$ cat src/rtl/alu_pkg.sv
// alu_pkg: opcodes, sequencer state encoding and instruction field layout
package alu_pkg;
    localparam logic [2:0] OP_ADD = 3'd0;
    localparam logic [2:0] OP_SUB = 3'd1;
    localparam logic [2:0] OP_AND = 3'd2;
    localparam logic [2:0] OP_OR  = 3'd3;
    localparam logic [2:0] OP_ROL = 3'd4;
    localparam logic [2:0] OP_ASR = 3'd5;
    localparam logic [2:0] OP_EQ  = 3'd6;
    localparam logic [2:0] OP_GT  = 3'd7;
    typedef enum logic [1:0] {
        S_IDLE = 2'd0,
        S_OPR  = 2'd1,
        S_EXE  = 2'd2,
        S_WB   = 2'd3
    } state_e;
    localparam int OP_LSB = 6;
    localparam int RD_LSB = 4;
    localparam int RS_LSB = 2;
    localparam int RT_LSB = 0;
endpackage

$ cat src/rtl/alu_sequencer_decode_and_execute.sv
// Decode_and_Execute: combinational 4-bit ALU selected by sel
module Decode_and_Execute
    import alu_pkg::*;
(
    input  logic [2:0] sel,
    input  logic [3:0] rs,
    input  logic [3:0] rt,
    output logic [3:0] rd
);
    always_comb begin
        case (sel)
            OP_ADD:  rd = rs + rt;
            OP_SUB:  rd = rs - rt;
            OP_AND:  rd = rs & rt;
            OP_OR:   rd = rs | rt;
            OP_ROL:  rd = {rs[2:0], rs[3]};
            OP_ASR:  rd = {rt[3], rt[3:1]};
            OP_EQ:   rd = {3'b000, rs == rt};
            default: rd = {3'b000, rs > rt};
        endcase
    end
endmodule

$ cat src/rtl/alu_sequencer.sv
// alu_sequencer: four-state fetch/operand/execute/writeback wrapper around
// the ALU with a small register file and a host load port.
module alu_sequencer
    import alu_pkg::*;
#(
    parameter int NREG = 4,
    parameter int W = 4,
    localparam int IW = $clog2(NREG)
) (
    input  logic          clk,
    input  logic          rst,
    input  logic          in_valid,
    output logic          in_ready,
    input  logic [8:0]    in_instr,
    input  logic          ld_en,
    input  logic [IW-1:0] ld_idx,
    input  logic [W-1:0]  ld_data,
    input  logic [IW-1:0] dbg_idx,
    output logic [W-1:0]  dbg_data,
    output logic          done,
    output logic [IW-1:0] res_idx,
    output logic [W-1:0]  res_data,
    output logic [7:0]    retired
);
    state_e        state_q, state_d;
    logic [8:0]    ir_q, ir_d;
    logic [W-1:0]  opa_q, opa_d, opb_q, opb_d, res_q, res_d, alu_y;
    logic [W-1:0]  regs_q [NREG];
    logic [W-1:0]  regs_d [NREG];
    logic          done_q, done_d;
    logic [7:0]    retired_q, retired_d;
    logic [IW-1:0] rd, rs, rt;

    assign rd = ir_q[RD_LSB +: IW];
    assign rs = ir_q[RS_LSB +: IW];
    assign rt = ir_q[RT_LSB +: IW];
    assign in_ready = state_q == S_IDLE;
    assign dbg_data = regs_q[dbg_idx];
    assign done = done_q;
    assign res_idx = rd;
    assign res_data = res_q;
    assign retired = retired_q;

    Decode_and_Execute u_alu (
        .sel(ir_q[OP_LSB +: 3]),
        .rs (opa_q),
        .rt (opb_q),
        .rd (alu_y)
    );

    always_comb begin
        state_d = state_q;
        ir_d = ir_q;
        opa_d = opa_q;
        opb_d = opb_q;
        res_d = res_q;
        regs_d = regs_q;
        done_d = 1'b0;
        retired_d = retired_q;
        if (ld_en) regs_d[ld_idx] = ld_data;
        case (state_q)
            S_IDLE: if (in_valid) begin
                ir_d = in_instr;
                state_d = S_OPR;
            end
            S_OPR: begin
                opa_d = regs_q[rs];
                opb_d = regs_q[rt];
                state_d = S_EXE;
            end
            S_EXE: begin
                res_d = alu_y;
                done_d = 1'b1;
                state_d = S_WB;
            end
            S_WB: begin
                // assigned after the load so writeback wins a same-index conflict
                regs_d[rd] = res_q;
                retired_d = retired_q + 8'd1;
                state_d = S_IDLE;
            end
        endcase
    end

    always_ff @(posedge clk) begin
        if (rst) begin
            state_q <= S_IDLE;
            ir_q <= '0;
            opa_q <= '0;
            opb_q <= '0;
            res_q <= '0;
            regs_q <= '{default: '0};
            done_q <= 1'b0;
            retired_q <= '0;
        end else begin
            state_q <= state_d;
            ir_q <= ir_d;
            opa_q <= opa_d;
            opb_q <= opb_d;
            res_q <= res_d;
            regs_q <= regs_d;
            done_q <= done_d;
            retired_q <= retired_d;
        end
    end
endmodule

$ cat config.mk
export PLATFORM = sky130hd
export DESIGN_NAME = alu_sequencer
export DESIGN_NICKNAME = d
export VERILOG_FILES = /design/src/rtl/alu_pkg.sv /design/src/rtl/alu_sequencer_decode_and_execute.sv /design/src/rtl/alu_sequencer.sv
export SDC_FILE = /design/constraint.sdc
export NUM_CORES = 1
export LEC_CHECK = 0
export BUFFER_PORTS_ARGS = -buffer_cell sky130_fd_sc_hd__buf_4
export CAP_MARGIN = 10
export CELL_PAD_IN_SITES_DETAIL_PLACEMENT = 2
export CELL_PAD_IN_SITES_GLOBAL_PLACEMENT = 2
export CORE_AREA = 5 5 99 110
export CTS_BUF_LIST = sky130_fd_sc_hd__clkbuf_4 sky130_fd_sc_hd__clkbuf_8 sky130_fd_sc_hd__clkbuf_16
export DETAILED_ROUTE_END_ITERATION = 6
export DIE_AREA = 0 0 104 115
export PLACE_DENSITY_LB_ADDON = 0.1
export RECOVER_POWER = 25
export SYNTH_ARGS = -nofsm -noshare
export SYNTH_HDL_FRONTEND = slang
export SYNTH_SLANG_ARGS = --single-unit
$ cat constraint.sdc
create_clock -name clk -period 1.78 [get_ports clk]
set_input_delay 0.267 -clock clk [delete_from_list [all_inputs] [get_ports clk]]
set_output_delay 0.267 -clock clk [all_outputs]
set_load 0.1 [all_outputs]
==> results.md <==
- Met3 Usage GRT: 2.36%
- Syn nets: 339
- Ys Warns: 0
- Hold Path Class: in2reg
- Post-synth EDFFs: 0
- Die W: 104 um
- Min Tclk post-route: 1.77 ns
- Clock sink count: 48
- Antenna-violating nets left: 0
- Synth async-reset ratio: 0%
- Clock root buffer: clkbuf_8
- Worst setup SP type: flip-flop
- DRC errors left: 0
- Post-Layout Cell Count: 469
- Clock skew: 0.00819 ns
- Starting Density: 29.1%
- Crit Path Class: reg2reg
- Routed len/inst: 17.6 um
- Initial antenna violation count: 0
- P_leak: 1.47 nW
- Slew margin rel.: 63.8%
- Routed vias: 2401
- WL final: 8.25 mm
- Core area: 9700 sq um
- Share of cells above drive strength 1: 32.4%
- Area grow syn2layout: 26.4%
- Placement Cell Area: 3350 sq um
- Antenna fix cells: 0
- Crit path capture type: flip-flop
- First-pass GRT wire length: 13.8 mm
- Global route overflow: 0
- Number of synthesized register bits: 48
- Row count: 38
- Distinct cell type count after synthesis: 44
- Die area: 12000 sq um
- Final Cell Area: 3570 sq um
- Final Hold Vio Count: 0
- CTS tree: done
- Top_reg_cell synth: dfxtp_1
- Post-DP HPWL: 6.37 mm
- Synth Cell Area: 2820 sq um
- Vias in the first global route: 2712
- Worst Path Arrival: 2.01 ns
- Area contributors post-synth: dfxtp_1, mux2i_1, mux4_2, ha_1, nor2_1
- Highest Clock Rate: 0.565 GHz
- Cts bufs inserted: 5
- GR peak layer: met2
- Number of DRC markers in iteration 0: 62
- M1 GR Usage: 16.3%
- Die Y: 115 um
- Hold slack: 0.222 ns
- RSZ-0062 raised after global routing: true
- WP data required: 2.02 ns
- Register area share after synthesis: 34.0%
- Final worst-path cycle share: 99.4%
- Post-Place Worst Slack: -0.108 ns
- Worst-path clk slew: 0.09 ns
- GRT Util Overall: 14.2%
- Routing usage on met2: 27.4%
- Maxcap violations: 0
- Clock Path Buffers: 2
- Worst slew pin tran: 0.543 ns
- DR vias/cell: 5.12
- Worst R2R Start: opa_q[0]$_SDFFE_PP0N_
- Synth top area share: 34.0%
- I/O Buffers: 40
- CP max FO: 3
- Synth area leader: dfxtp_1
- Worst Hold Depth: 3
- Worst reg2reg path depth: 9
- Max Slew Vio Count: 0
- CTS H-Tree Depth: 2
- Routability Congestion: 0.749
- Final core occ: 36.8%
- Critical register-to-register path endpoint: res_data[1]$_SDFFE_PP0P_
- Final net count: 390
- Status: finished clean
- Max VDD drop: 497 uV
- Placed insts: 462
- R2R setup slack: 0.01 ns
- Endpoints failing setup: 0
- Largest net degree at the start of global routing: 49
- Power Density: 1120 nW/um^2
- Skew-Pair Late Insertion Delay: 0.31 ns
- # IOs: 41
- Synth Instances: 299
- Worst hold start: in_instr[6]
- First-pass iteration count of the detailed router: 3
- Final worst slack: 0.0112 ns
- Worst Hold End: ir_q[6]$_SDFFE_PP0P_
- Syn_area_per_cell: 9.44 sq um
worst max path at each step:
stage | from | slack, ns | depth (start not counted) | to
after floorplan | opa_q[1]$_SDFFE_PP0N_ | 0.05 | 7 | res_data[3]$_SDFFE_PP0P_
after global placement | opa_q[0]$_SDFFE_PP0N_ | -0.07 | 8 | res_data[2]$_SDFFE_PP0P_
after detailed placement | opb_q[0]$_SDFFE_PP0N_ | -0.11 | 7 | res_data[2]$_SDFFE_PP0P_
after CTS | opa_q[0]$_SDFFE_PP0N_ | -0.01 | 8 | res_data[2]$_SDFFE_PP0P_
after global routing | opa_q[0]$_SDFFE_PP0N_ | -0.06 | 9 | res_data[1]$_SDFFE_PP0P_
final | opa_q[0]$_SDFFE_PP0N_ | 0.01 | 9 | res_data[1]$_SDFFE_PP0P_
registers in the layout (all words and copies together) (netlist names):
signal	flops
state_q	2
regs_q	16
done	1
opb_q	4
retired	8
res_data	4
ir_q	9
opa_q	4
synthesized netlist by cell type, types with 3 or more instances:
cell type and instances:
buf_4 4, a21oi_1 18, xnor2_1 3, nor2_1 45, nand3b_1 3, mux2i_1 31
buf_2 5, dfxtp_1 48, nand3_1 13, nand2_1 20, ha_1 17, mux4_2 12
nand4_1 3, inv_1 13, xor2_1 6, a211oi_1 14, clkbuf_1 7, nand2b_1 4
critical path, cell delays in order (launching register included):
cell	delay (ns)
dfxtp_4	0.37
inv_4	0.06
ha_4	0.13
inv_2	0.04
fa_2	0.50
nand2_1	0.05
mux2_4	0.27
o221ai_2	0.12
o21ai_1	0.09
nor2_1	0.08
kinds of logic after synthesis:
logic type                 share of synthesized area [%]
buffers and inverters                               5.01
muxes                                               21.0
adders and majority gates                           8.95
and+or+nand+nor                                     15.6
AOI/OAI and AO/OA                                   12.7
xor gates and xnor gates                            2.79
DFF                                                 34.0
area by class of cell:
class / count / area [sq um]
Clock buffer: 5 / 68.8
Clock inverter: 1 / 30.0
Fill cell: 1112 / 6130
Inverter: 14 / 55.1
Multi-Input combinational cell: 219 / 1830
Sequential cell: 48 / 980
Tap cell: 120 / 150
Timing Repair Buffer: 62 / 450
cell usage in the layout, fill, tap and decap left out, types with 5 or more instances in the layout:
cell type   n
mux2i_1    31
inv_1      10
ha_1       10
clkbuf_8    5
clkbuf_2    9
buf_4      51
nand2_1    20
nand3_1    13
ha_4        6
a211oi_1   14
dfxtp_1    37
xor2_1      6
dfxtp_2     9
a21oi_1    18
mux4_2     12
nor2_1     45
layer usage:
metal  vias to the layer above  wire [um]  part of all wire, %
met3                         6        143                  1.7
met2                        20       4480                   54
li1                       1164          -                    -
met4                         0         80                 0.97
met5                         -          0                    0
met1                      1211       3540                   43
timing repair:
item | 4_1_cts | 5_1_grt
endpoints found under the setup margin | 4 | 5
setup buffers | 0 | 1
pin swaps | 1 | 7
hold buffers | 0 | 0
resized for setup | 11 | 18
where the power goes:
part | total, mW | switching, mW | internal [mW]
logic | 1.77 | 1.14 | 0.636
clock network | 0.787 | 0.382 | 0.404
registers | 1.43 | 0.217 | 1.21
total | 3.99 | 1.74 | 2.25
metrics by stage:
step	total power, mW	TNS, ns
4_1_cts	4.02	-0.0134
2_1_floorplan	2.71	0
6_report	3.99	0
3_3_place_gp	3.14	-0.0808
3_5_place_dp	3.18	-0.219
5_1_grt	4.25	-0.110
Power figures use the tool's default switching activity.
